[config.mk]
export PLATFORM = sky130hd
export DESIGN_NAME = fixed_accumulator
export DESIGN_NICKNAME = d
export VERILOG_FILES = /design/src/rtl/fixed_pkg.sv /design/src/rtl/fixed_sat_add.sv /design/src/rtl/fixed_accumulator.sv
export SDC_FILE = /design/constraint.sdc
export NUM_CORES = 1
export LEC_CHECK = 0
export CAP_MARGIN = 5
export CORE_UTILIZATION = 53
export CTS_BUF_LIST = sky130_fd_sc_hd__clkbuf_16
export DETAILED_ROUTE_END_ITERATION = 7
export PLACE_DENSITY = 0.77
export SKIP_LAST_GASP = 1
export SLEW_MARGIN = 20
export SYNTH_ARGS = -nofsm -noshare
export SYNTH_HDL_FRONTEND = slang
export SYNTH_HIERARCHICAL = 1
export SYNTH_SLANG_ARGS = --single-unit
export TNS_END_PERCENT = 30
[constraint.sdc]
create_clock -name clk -period 3.51 [get_ports clk]
set_input_delay 0.5265 -clock clk [delete_from_list [all_inputs] [get_ports clk]]
set_output_delay 0.5265 -clock clk [all_outputs]
set_load 0.1 [all_outputs]
[src/rtl/fixed_pkg.sv]
// Shared fixed-point definitions: accumulator FSM states, default sample width,
// and signed range helpers used by the saturating adder.
package fixed_pkg;

    typedef enum logic [1:0] {
        ST_IDLE  = 2'd0,
        ST_ACCUM = 2'd1,
        ST_DONE  = 2'd2
    } acc_state_t;

    // Sample width produced by the float-to-fixed converter.
    localparam int FIXED_WORD_LENGTH = 21;

    function automatic logic signed [63:0] sat_max(input int w);
        return (64'sd1 <<< (w - 1)) - 64'sd1;
    endfunction

    function automatic logic signed [63:0] sat_min(input int w);
        return -(64'sd1 <<< (w - 1));
    endfunction

endpackage

[src/rtl/fixed_sat_add.sv]
// Combinational signed adder; clamps to the signed range when FIXED_ACC_SAT_EN is defined,
// otherwise wraps. Latency: 0 cycles. Backpressure: none (pure combinational).
module fixed_sat_add
    import fixed_pkg::*;
#(
    parameter int ACC_LENGTH = 32
) (
    input  logic signed [ACC_LENGTH-1:0] a_i,
    input  logic signed [ACC_LENGTH-1:0] b_i,
    output logic signed [ACC_LENGTH-1:0] sum_o,
    output logic                         ovf_o
);

    localparam int MSB = ACC_LENGTH - 1;

    logic signed [ACC_LENGTH-1:0] raw_sum;

    assign raw_sum = a_i + b_i;

`ifdef FIXED_ACC_SAT_EN
    localparam logic signed [63:0] MAX64 = sat_max(ACC_LENGTH);
    localparam logic signed [63:0] MIN64 = sat_min(ACC_LENGTH);

    logic ovf;

    // Overflow only when both operands share a sign and the result flips it.
    assign ovf = (a_i[MSB] == b_i[MSB]) && (raw_sum[MSB] != a_i[MSB]);

    always_comb begin
        sum_o = raw_sum;
        if (ovf) begin
            sum_o = a_i[MSB] ? MIN64[ACC_LENGTH-1:0] : MAX64[ACC_LENGTH-1:0];
        end
    end

    assign ovf_o = ovf;
`else
    assign sum_o = raw_sum;
    assign ovf_o = 1'b0;
`endif

endmodule

[src/rtl/fixed_accumulator.sv]
// Sums a counted run of signed samples; result 1 cycle after last sample (FIXED_ACC_SAT_EN: saturate).
// Backpressure: in_ready low outside ACCUM; result held in DONE until out_ready.
module fixed_accumulator
    import fixed_pkg::*;
#(
    parameter int WORD_LENGTH = FIXED_WORD_LENGTH,
    parameter int ACC_LENGTH  = 32,
    parameter int COUNT_W     = 16
) (
    input  logic                          clk,
    input  logic                          reset,
    input  logic                          start,
    input  logic [COUNT_W-1:0]            count,
    input  logic                          in_valid,
    output logic                          in_ready,
    input  logic signed [WORD_LENGTH-1:0] in_data,
    output logic                          out_valid,
    input  logic                          out_ready,
    output logic signed [ACC_LENGTH-1:0]  out_sum,
    output logic                          busy,
    output logic                          overflow
);

    acc_state_t                   state_q;
    logic signed [ACC_LENGTH-1:0] acc_q;
    logic signed [ACC_LENGTH-1:0] acc_d;
    logic signed [ACC_LENGTH-1:0] in_ext;
    logic [COUNT_W-1:0]           remaining_q;
    logic                         ovf_q;
    logic                         add_ovf;
    logic                         in_ready_q;
    logic                         out_valid_q;
    logic                         busy_q;
    logic                         in_hs;

    assign in_ext = ACC_LENGTH'(in_data);
    assign in_hs  = in_valid && in_ready_q;

    fixed_sat_add #(
        .ACC_LENGTH (ACC_LENGTH)
    ) u_add (
        .a_i   (acc_q),
        .b_i   (in_ext),
        .sum_o (acc_d),
        .ovf_o (add_ovf)
    );

    always_ff @(posedge clk) begin
        if (reset) begin
            state_q     <= ST_IDLE;
            acc_q       <= '0;
            remaining_q <= '0;
            ovf_q       <= 1'b0;
            in_ready_q  <= 1'b0;
            out_valid_q <= 1'b0;
            busy_q      <= 1'b0;
        end else begin
            case (state_q)
                ST_IDLE: begin
                    if (start) begin
                        acc_q  <= '0;
                        ovf_q  <= 1'b0;
                        busy_q <= 1'b1;
                        if (count != '0) begin
                            remaining_q <= count;
                            in_ready_q  <= 1'b1;
                            state_q     <= ST_ACCUM;
                        end else begin
                            out_valid_q <= 1'b1;
                            state_q     <= ST_DONE;
                        end
                    end
                end
                ST_ACCUM: begin
                    if (in_hs) begin
                        acc_q       <= acc_d;
                        ovf_q       <= ovf_q | add_ovf;
                        remaining_q <= remaining_q - COUNT_W'(1);
                        if (remaining_q == COUNT_W'(1)) begin
                            in_ready_q  <= 1'b0;
                            out_valid_q <= 1'b1;
                            state_q     <= ST_DONE;
                        end
                    end
                end
                ST_DONE: begin
                    if (out_ready) begin
                        out_valid_q <= 1'b0;
                        busy_q      <= 1'b0;
                        state_q     <= ST_IDLE;
                    end
                end
                default: begin
                    in_ready_q  <= 1'b0;
                    out_valid_q <= 1'b0;
                    busy_q      <= 1'b0;
                    state_q     <= ST_IDLE;
                end
            endcase
        end
    end

    assign in_ready  = in_ready_q;
    assign out_valid = out_valid_q;
    assign busy      = busy_q;
    assign out_sum   = acc_q;
    assign overflow  = ovf_q;

endmodule

==> run_results.csv <==
group,metric,value,unit
yosys,syn_nets,625,
die,die-area,0.00815,mm²
power_and_ir_drop,power_density,407,mW/mm²
cts,tritoncts,"built",
sta,worstMarginPinSlew,1.11,ns
power_and_ir_drop,peakVddDrop,0.000284,V
global_route,track_usage,26.2,%
die,fp-row-count,31,
critical_path,cp_cell_sequence,"clkdlybuf4s50_1, ha_1, fa_1, a211oi_2, o21ai_1, nor2b_1, o21a_1, o21a_1, o41ai_2, xnor2_1, nand3_1, a21oi_1",
cells_and_area,area_growth,23.1,%
yosys,syn_avg_cell_area,7.53,µm²
die,die_y,90.3,µm
yosys,synth_common_cells,"79 x a21oi_1, 72 x nand2_1, 54 x dfxtp_1",
global_route,grt_pass1_vias,4081,
global_route,grt_max_degree,60,
run,drv_cap,0,
route,wl_per_cell,15.1,µm
critical_path,crit_arrival,3.26,ns
yosys,yosysUniqueCellTypes,63,
critical_path,cpMostUsedCell,"o21a_1",
global_route,antenna_found_initial,0,
cts,post_cts_buffers,0,
critical_path,cp_slowest_cell,"fa_1",
route,antenna_left,0,
cts,cts_hold_buf,0,
cells_and_area,insertedDiodeCount,0,
yosys,ys_seq_area_share,26.2,%
yosys,yosysMostFrequentCell,"a21oi_1",
die,start_util,55.8,%
placement,place_congestion,0.864,
yosys,async_flop_share,0,%
sta,slew_headroom,26.1,%
cts,clk_path_buf_depth,2,
critical_path,crit_fanout,3,
cts,clock_sinks,54,
cts,clock_latency,0.29,ns
sta,maxClockFrequency,0.328,GHz
yosys,synth_top_area_share,26.2,%
cts,cts_buffers,5,
sta,finalClockSkew,0.00635,ns
global_route,grt_pass1_wl,18.1,mm
sta,timing.final.crit_share,86.8,%
sta,hold_viol_final,0,
route,first_pass_iters,4,
sta,slew_viol_final,0,
yosys,synth_cells,549,
route,drc,0,
critical_path,path_class,"in -> reg",
placement,place_hpwl,7.73,mm
min_path,hold_path.class,"reg -> reg",
route,wirelength,10.7,mm
die,fp.dieW,90.3,µm
yosys,synth-edff-count,0,
sta,period_minus_slack,3.05,ns
cells_and_area,final_nets,684,
cts,clk_pin_slew_worst_paths,0.07,ns
critical_path,cp.required,3.72,ns
die,core-area,0.00741,mm²
critical_path,worst_path_dominant_cell_family,"compound AO/OA/AOI/OAI gates",
critical_path,cp-start-kind,"primary input",
sta,final.setup.tns,0,ns
yosys,synth_top_area_cell,"dfxtp_1",
yosys,yosys_warnings,6,
cts,cts-resized-gates,0,
cts,cts_root_buffer,"clkbuf_16",
yosys,synth-seq-cells,54,
status,status,"finished clean",
yosys,netlist_area,0.00413,mm²
yosys,synth_ff_type,"dfxtp_1",
critical_path,max_stage_delay,0.45,ns
route,vias_per_cell,6.00,
die,ios,78,
global_route,gr-total-overflow,0,
critical_path,crit_buf_inv,1,
critical_path,crit_path_end_kind,"flip-flop",
route,vias,4245,
sta,rsz0062_at_grt,"false",
placement,port_buffers,77,
power_and_ir_drop,p_leak,1.98,nW
yosys,synthTopCellsByArea,"dfxtp_1 26%, ha_1 10%, a21oi_1 9.6%",
cells_and_area,drive_gt1_share,4.93,%
cells_and_area,utilization,68.7,%
sta,setup_viol,0,
route,drt_iter0_markers,174,
cts,htree_levels,2,
==> per-layer routing <==
metal  up-vias  wire length [µm]  global-route usage, %  part of all wire [%]
met5         -                 0                      0                     0
met4         0               110                   6.85                   1.0
met3        10               418                   3.28                   3.9
met2       116              5280                   47.9                    49
met1      1970              4900                   32.3                    46
li1       2149                 -                      -                     -
==> cells by family (layout without fill, tap and decap cells) <==
family                     after synthesis  count (layout)  share of synthesized area [%]
adders and majority gates               34              34                           10.5
xor gates and xnor gates                27              27                           5.72
buffers and inverters                   37              97                           3.75
AOI/OAI and AO/OA                      195             195                           30.4
and+or+nand+nor                        201             201                           23.4
other                                    1               1                         0.0907
DFF                                     54              54                           26.2
==> final timing paths <==
kind | from | to | slack, ns | cells after the start
worst min register to register | out_sum[12] | out_sum[12] | 0.47 | 2
worst max-delay path | in_data[0] | out_sum[12] | 0.46 | 12
worst min-delay path | out_sum[12] | out_sum[12] | 0.47 | 2
worst max register to register | out_sum[0] | out_sum[12] | 0.76 | 11
==> flip-flops by register name, indices dropped and copies added, names as in the netlist <==
register     count
in_ready         1
out_valid        1
remaining_q     16
state_q          2
out_sum         32
busy             1
overflow         1
==> power breakdown <==
| group | switching, W | internal [W] |
|---|---|---|
| sequential | 0.0000517 | 0.000664 |
| clock | 0.000231 | 0.000263 |
| combinational | 0.000565 | 0.000294 |
| total | 0.000848 | 0.00122 |
==> area by class of cell <==
class,instances,area [µm²]
Inverter,6,22.5
Clock inverter,3,16.3
Sequential cell,54,1080
Tap cell,99,124
Timing Repair Buffer,83,811
Multi-Input combinational cell,458,2910
Fill cell,676,2320
Clock buffer,5,125
==> worst min-delay path, cell delays in order (launching register included) <==
cell     delay, ns
dfxtp_1       0.33
nand2_1       0.06
a21oi_1       0.05
==> placed cells by master (no fill, tap or decap), types with 8 or more instances in the layout <==
| cell type | count |
|---|---|
| a211oi_1 | 8 |
| a21o_1 | 14 |
| a21oi_1 | 78 |
| clkdlybuf4s50_1 | 76 |
| dfxtp_1 | 54 |
| ha_1 | 33 |
| nand2_1 | 72 |
| nand2b_1 | 11 |
| nand3_1 | 47 |
| nand4_1 | 9 |
| nor2_1 | 24 |
| nor3_1 | 10 |
| o21ai_0 | 28 |
| xnor2_1 | 16 |
| xor2_1 | 11 |
==> through the flow <==
step | instances | cell area, µm² | worst slack (ns) | total power, W | hold WS [ns]
floorplan | 549 | 4130 | 0.517 | 0.00137 | 0.448
global placement | 700 | 4950 | 0.257 | 0.00156 | 0.456
detailed placement | 700 | 4950 | 0.213 | 0.00158 | 0.467
CTS | 708 | 5090 | 0.490 | 0.00208 | 0.475
global route | 708 | 5090 | 0.267 | 0.00218 | 0.497
finish | 708 | 5090 | 0.464 | 0.00207 | 0.475
No activity file was read; power rests on OpenSTA's default activity.
